### src/rtl/mem_seq_ctrl.sv
// Frame sequencer in front of data_mem: fills DEPTH samples, then drains them in address order.
// Optional input/output checksum comparison is enabled by defining MEM_SEQ_CHECKSUM_EN.
module mem_seq_ctrl #(
    parameter int DATA_WIDTH = 8,
    parameter int ADDR_WIDTH = 8,
    parameter int DEPTH      = 256,
    parameter int RD_LAT     = 1
) (
    input  logic                  clk,
    input  logic                  rst_n,
    input  logic                  start,
    input  logic [DATA_WIDTH-1:0] in_data,
    input  logic                  in_valid,
    output logic                  in_ready,
    output logic [DATA_WIDTH-1:0] out_data,
    output logic                  out_valid,
    input  logic                  out_ready,
    output logic                  busy,
    output logic                  done,
    output logic                  chk_err,
    output logic [DATA_WIDTH-1:0] mem_data,
    output logic [ADDR_WIDTH-1:0] mem_addr,
    output logic                  mem_wEn,
    output logic                  mem_rEn,
    input  logic [DATA_WIDTH-1:0] mem_out
);

    typedef enum logic [2:0] {
        S_IDLE     = 3'd0,
        S_FILL     = 3'd1,
        S_RD_ISSUE = 3'd2,
        S_RD_WAIT  = 3'd3,
        S_OUT      = 3'd4,
        S_DONE     = 3'd5
    } state_e;

    localparam int LAT_W = $clog2(RD_LAT + 1);
    localparam logic [LAT_W-1:0]      LAT_LAST = LAT_W'(RD_LAT);
    localparam logic [ADDR_WIDTH-1:0] PTR_LAST = ADDR_WIDTH'(DEPTH - 1);

    state_e                 state_q, state_d;
    logic [ADDR_WIDTH-1:0]  wr_ptr_q, wr_ptr_d;
    logic [ADDR_WIDTH-1:0]  rd_ptr_q, rd_ptr_d;
    logic [LAT_W-1:0]       lat_cnt_q, lat_cnt_d;
    logic [DATA_WIDTH-1:0]  mem_data_q, mem_data_d;
    logic [ADDR_WIDTH-1:0]  mem_addr_q, mem_addr_d;
    logic                   mem_wen_q, mem_wen_d;
    logic                   mem_ren_q, mem_ren_d;
    logic [DATA_WIDTH-1:0]  out_data_q, out_data_d;
    logic                   out_valid_q, out_valid_d;
    logic                   in_ready_q, in_ready_d;
    logic                   busy_q, busy_d;
    logic                   done_q, done_d;
    logic                   fill_hs_s;
    logic                   out_hs_s;

    assign fill_hs_s = (state_q == S_FILL) && in_valid && in_ready_q;
    assign out_hs_s  = (state_q == S_OUT) && out_valid_q && out_ready;

    // Next-state and registered-output computation for the sequencer FSM.
    always_comb begin
        state_d     = state_q;
        wr_ptr_d    = wr_ptr_q;
        rd_ptr_d    = rd_ptr_q;
        lat_cnt_d   = lat_cnt_q;
        mem_data_d  = mem_data_q;
        mem_addr_d  = mem_addr_q;
        mem_wen_d   = 1'b0;
        mem_ren_d   = 1'b0;
        out_data_d  = out_data_q;
        out_valid_d = out_valid_q;
        case (state_q)
            S_IDLE: begin
                if (start) begin
                    state_d  = S_FILL;
                    wr_ptr_d = '0;
                    rd_ptr_d = '0;
                end else begin
                    state_d  = S_IDLE;
                end
            end
            S_FILL: begin
                if (fill_hs_s) begin
                    mem_wen_d  = 1'b1;
                    mem_addr_d = wr_ptr_q;
                    mem_data_d = in_data;
                    wr_ptr_d   = wr_ptr_q + ADDR_WIDTH'(1);
                    // Terminal compare on DEPTH-1 so a full-range pointer never wraps mid-frame.
                    state_d    = (wr_ptr_q == PTR_LAST) ? S_RD_ISSUE : S_FILL;
                end else begin
                    state_d    = S_FILL;
                end
            end
            S_RD_ISSUE: begin
                mem_ren_d  = 1'b1;
                mem_addr_d = rd_ptr_q;
                lat_cnt_d  = '0;
                state_d    = S_RD_WAIT;
            end
            S_RD_WAIT: begin
                // Count covers the rEn cycle plus RD_LAT cycles until mem_out is valid.
                if (lat_cnt_q == LAT_LAST) begin
                    out_data_d  = mem_out;
                    out_valid_d = 1'b1;
                    state_d     = S_OUT;
                end else begin
                    lat_cnt_d   = lat_cnt_q + LAT_W'(1);
                end
            end
            S_OUT: begin
                if (out_hs_s) begin
                    out_valid_d = 1'b0;
                    if (rd_ptr_q == PTR_LAST) begin
                        state_d  = S_DONE;
                    end else begin
                        rd_ptr_d = rd_ptr_q + ADDR_WIDTH'(1);
                        state_d  = S_RD_ISSUE;
                    end
                end else begin
                    state_d = S_OUT;
                end
            end
            S_DONE: begin
                state_d = S_IDLE;
            end
            default: begin
                state_d     = S_IDLE;
                out_valid_d = 1'b0;
            end
        endcase
        in_ready_d = (state_d == S_FILL);
        busy_d     = (state_d != S_IDLE);
        done_d     = (state_d == S_DONE);
    end

    // State and output registers.
    always_ff @(posedge clk or negedge rst_n) begin
        if (!rst_n) begin
            state_q     <= S_IDLE;
            wr_ptr_q    <= '0;
            rd_ptr_q    <= '0;
            lat_cnt_q   <= '0;
            mem_data_q  <= '0;
            mem_addr_q  <= '0;
            mem_wen_q   <= 1'b0;
            mem_ren_q   <= 1'b0;
            out_data_q  <= '0;
            out_valid_q <= 1'b0;
            in_ready_q  <= 1'b0;
            busy_q      <= 1'b0;
            done_q      <= 1'b0;
        end else begin
            state_q     <= state_d;
            wr_ptr_q    <= wr_ptr_d;
            rd_ptr_q    <= rd_ptr_d;
            lat_cnt_q   <= lat_cnt_d;
            mem_data_q  <= mem_data_d;
            mem_addr_q  <= mem_addr_d;
            mem_wen_q   <= mem_wen_d;
            mem_ren_q   <= mem_ren_d;
            out_data_q  <= out_data_d;
            out_valid_q <= out_valid_d;
            in_ready_q  <= in_ready_d;
            busy_q      <= busy_d;
            done_q      <= done_d;
        end
    end

`ifdef MEM_SEQ_CHECKSUM_EN
    logic [15:0] sum_in_q, sum_in_d;
    logic [15:0] sum_out_q, sum_out_d;
    logic        chk_err_q, chk_err_d;

    // Running modulo-2^16 sums; the verdict includes the final sample so it is valid in DONE.
    always_comb begin
        sum_in_d  = sum_in_q;
        sum_out_d = sum_out_q;
        chk_err_d = chk_err_q;
        if ((state_q == S_IDLE) && start) begin
            sum_in_d  = 16'd0;
            sum_out_d = 16'd0;
            chk_err_d = 1'b0;
        end else if (fill_hs_s) begin
            sum_in_d  = sum_in_q + 16'(in_data);
        end else if (out_hs_s) begin
            sum_out_d = sum_out_q + 16'(out_data_q);
            if (rd_ptr_q == PTR_LAST) begin
                chk_err_d = (sum_in_q != sum_out_d);
            end else begin
                chk_err_d = chk_err_q;
            end
        end else begin
            chk_err_d = chk_err_q;
        end
    end

    // Checksum registers.
    always_ff @(posedge clk or negedge rst_n) begin
        if (!rst_n) begin
            sum_in_q  <= 16'd0;
            sum_out_q <= 16'd0;
            chk_err_q <= 1'b0;
        end else begin
            sum_in_q  <= sum_in_d;
            sum_out_q <= sum_out_d;
            chk_err_q <= chk_err_d;
        end
    end

    assign chk_err = chk_err_q;
`else
    assign chk_err = 1'b0;
`endif

    assign in_ready  = in_ready_q;
    assign out_data  = out_data_q;
    assign out_valid = out_valid_q;
    assign busy      = busy_q;
    assign done      = done_q;
    assign mem_data  = mem_data_q;
    assign mem_addr  = mem_addr_q;
    assign mem_wEn   = mem_wen_q;
    assign mem_rEn   = mem_ren_q;

endmodule
### config.mk
export PLATFORM = sky130hd
export DESIGN_NAME = mem_seq_ctrl
export DESIGN_NICKNAME = d
export VERILOG_FILES = /design/src/rtl/mem_seq_ctrl.sv
export SDC_FILE = /design/constraint.sdc
export NUM_CORES = 1
export LEC_CHECK = 0
export ABC_AREA = 1
export CORE_AREA = 2 2 105 107
export DETAILED_ROUTE_END_ITERATION = 10
export DIE_AREA = 0 0 107 109
export HOLD_SLACK_MARGIN = 0.05
export SYNTH_ARGS = -nofsm -noshare
export SYNTH_HDL_FRONTEND = slang
export SYNTH_SLANG_ARGS = --single-unit
### constraint.sdc
create_clock -name clk -period 1.5 [get_ports clk]
set_clock_uncertainty 0.05 [all_clocks]
set_input_delay 0.15 -clock clk [delete_from_list [all_inputs] [get_ports clk]]
set_output_delay 0.15 -clock clk [all_outputs]
set_load 0.02 [all_outputs]
==> flow_summary.yaml <==
run_status:
  status: "complete, no violations"
routing:
  wl_per_cell_um: 11.7
  vias: 2095
  drt_first_pass_iters: 4
  viasPerCell: 4.18
  detail-route-antenna-nets: 0
  drtIter0Drc: 70
  wl_um: 5870
  post-route-drc-count: 0
critical_path:
  worstSetupStartpointType: "flip-flop"
  slowest_delay_ns: 0.60
  path_delay_family: "buffers and inverters"
  worstPathCellList: "clkdlybuf4s50_1"
  cp_slowest_cell: "clkdlybuf4s50_1"
  reg2reg_from: "rd_ptr_q[1]"
  path_buf_inv: 1
  critical_path.endpoint_type: "primary output"
  crit_required_ns: 1.30
  cp.arrival_ns: 1.25
  crit_type: "flip-flop to primary output"
  cp_max_fo: 2
  cp-startpoint: "out_data[0]"
synth:
  synth_fp_nets: 302
  ys_seq_elements: 50
  synth_area_um2: 2380
  syn_avg_cell_area_um2: 8.54
  synth_cells: 279
  synthDistinctLibCells: 26
  yosysWarnings: 0
  seq_area_frac_synth: 0.525
floorplan:
  ios: 52
  die_x_um: 107
  die_h_um: 109
  die_area_um2: 11700
  num_rows: 38
  fp.coreArea_um2: 10600
  start_util: 0.225
timing:
  fin_crit_ns: 1.45
  finalSetupViolations: 0
  hold_viol_final: 0
  timing.final.crit_share: 0.965
  slew_violations: 0
  max_freq_ghz: 0.691
  rsz0062_at_grt: "true"
  timing.final.ws_setup_ns: 0.0528
pwr:
  power_switching_mw: 1.08
  ir_worst_vdd_mv: 0.480
  p_per_area_nw_per_um2: 998
  pwr-share-clk: 0.245
  power_frac_comb: 0.272
  intPower_mw: 2.30
  p_leak_nw: 1.74
  seqPwrFrac: 0.483
  swShare: 0.320
global_route:
  grt_usage: 0.105
  grt_first_pass_wirelength_um: 9720
  antenna_found_initial: 0
  grt_max_degree: 51
  overflow: 0
  grt_pass1_vias: 2078
worst_hold_path:
  hp-class: "primary input to async pin"
final_layout:
  syn2layout_area_growth_pct: 42.4
  nNetsFinal: 383
  n_antenna_cell: 0
  final_layout_size_suffix_gt1_frac: 0.191
  post-route-util: 0.320
  fin_area_um2: 3390
placement:
  place_ws_ns: -0.0953
  port-buffer-count: 50
  gp_congestion: 0.751
  dp_hpwl_um: 4420
  placed_area_um2: 3210
clock_network:
  max-clock-path-buffers: 2
  cts.clk_slew.worst_paths_ns: 0.10
  root_buffer: "clkbuf_8"
  cts_sinks: 50
  cts_tree: "done"
  cts_buffers: 5
  clock_latency_ns: 0.31
  h-tree-depth: 2
flow_run:
  maxCapViolCount: 0
-- stage by stage --
step / total power, mW / std cells / hold slack, ns / TNS (ns)
global route: 3.59 / 501 / 0.331 / -0.0584
global placement: 2.61 / 489 / 0.133 / -0.158
detailed placement: 2.64 / 489 / 0.116 / -0.451
finish: 3.39 / 501 / 0.298 / 0
CTS: 3.44 / 498 / 0.312 / 0
floorplan: 2.11 / 279 / -0.196 / 0
-- path summary, 6_finish.rpt --
| check | endpoint | slack (ns) | depth (start not counted) |
|---|---|---|---|
| min in group clk | mem_data[4] | 0.33 | 3 |
| max in group asynchronous | state_q[2] | 0.83 | 3 |
| worst min-delay path | rd_ptr_q[4] | 0.30 | 3 |
| worst max register to register | busy | 0.07 | 9 |
| worst min register to register | mem_data[2] | 0.42 | 2 |
| worst max-delay path | out_data[0] | 0.05 | 1 |
-- kinds of logic (layout without fill, tap and decap cells) --
group | after synthesis | in the layout | synth area share
adders and majority gates | 2 | 2 | 0.0105
other | 1 | 1 | 0.00157
AOI/OAI and AO/OA | 24 | 24 | 0.0557
buffers and inverters | 35 | 117 | 0.0704
xor gates and xnor gates | 2 | 2 | 0.00735
DFF | 50 | 50 | 0.525
and+or+nand+nor | 157 | 157 | 0.291
muxes | 8 | 8 | 0.0378
-- registers in the layout, indices dropped and copies added (netlist names), 3 cells and up --
register / count
out_data: 8
mem_data: 8
state_q: 3
mem_addr: 8
rd_ptr_q: 8
wr_ptr_q: 8
-- layout make-up --
| cell class | instances | area, um^2 |
|---|---|---|
| Timing Repair Buffer | 82 | 773 |
| Clock buffer | 6 | 82.6 |
| Sequential cell | 50 | 1250 |
| Clock inverter | 2 | 12.5 |
| Inverter | 27 | 105 |
| Fill cell | 1110 | 7210 |
| Tap cell | 140 | 175 |
| Multi-Input combinational cell | 194 | 991 |
-- placed cells by master, fill, tap and decap left out, types with 5 or more instances in the layout --
cell / n
buf_4: 30
clkbuf_8: 6
clkdlybuf4s50_1: 22
dfrtp_1: 49
dlygate4sd2_1: 12
dlymetal6s2s_1: 15
inv_1: 21
inv_2: 5
mux2_1: 8
nand2_1: 87
nand2_2: 6
nand3_1: 29
nor2_1: 14
nor2_2: 7
o21ai_0: 8
o21ai_1: 7
-- power groups by stage --
stage / Combinational, mW / Clock [mW] / Sequential [mW]
2_1_floorplan: 0.301 / 0 / 1.81
3_3_place_gp: 0.953 / 0 / 1.66
3_5_place_dp: 0.972 / 0 / 1.67
4_1_cts: 0.932 / 0.871 / 1.64
5_1_grt: 1.02 / 0.921 / 1.65
6_report: 0.920 / 0.831 / 1.64
-- cell usage after synthesis, drive strengths merged --
cell type | count | area, um^2
a21boi | 1 | 7.51
nand4 | 4 | 25.0
mux2 | 8 | 90.1
dfrtp | 50 | 1250
a21oi | 4 | 20.0
xor2 | 2 | 17.5
o21ai | 15 | 75.1
nor2 | 24 | 118
o211ai | 4 | 30.0
conb | 1 | 3.75
buf | 8 | 66.3
inv | 27 | 101
nand2 | 95 | 374
nor3 | 2 | 10.0
or2 | 2 | 12.5
nand3 | 30 | 155
ha | 2 | 25.0
-- what timing repair did --
action,CTS,global route
endpoints found under the hold margin,50,0
endpoints found under the setup margin,17,25
resized for setup,13,26
hold buffers,1,0
buffers inserted,0,3
cloned,0,0
pin swaps,0,7
-- routing by layer --
layer  GRT usage  wire length (um)  part of all wire
met5           0                 0                 0
met2       0.172              2790              0.48
met3      0.0203               223             0.038
met4      0.0334                76             0.013
met1       0.141              2780              0.47
(Power assumes the default switching activity.)
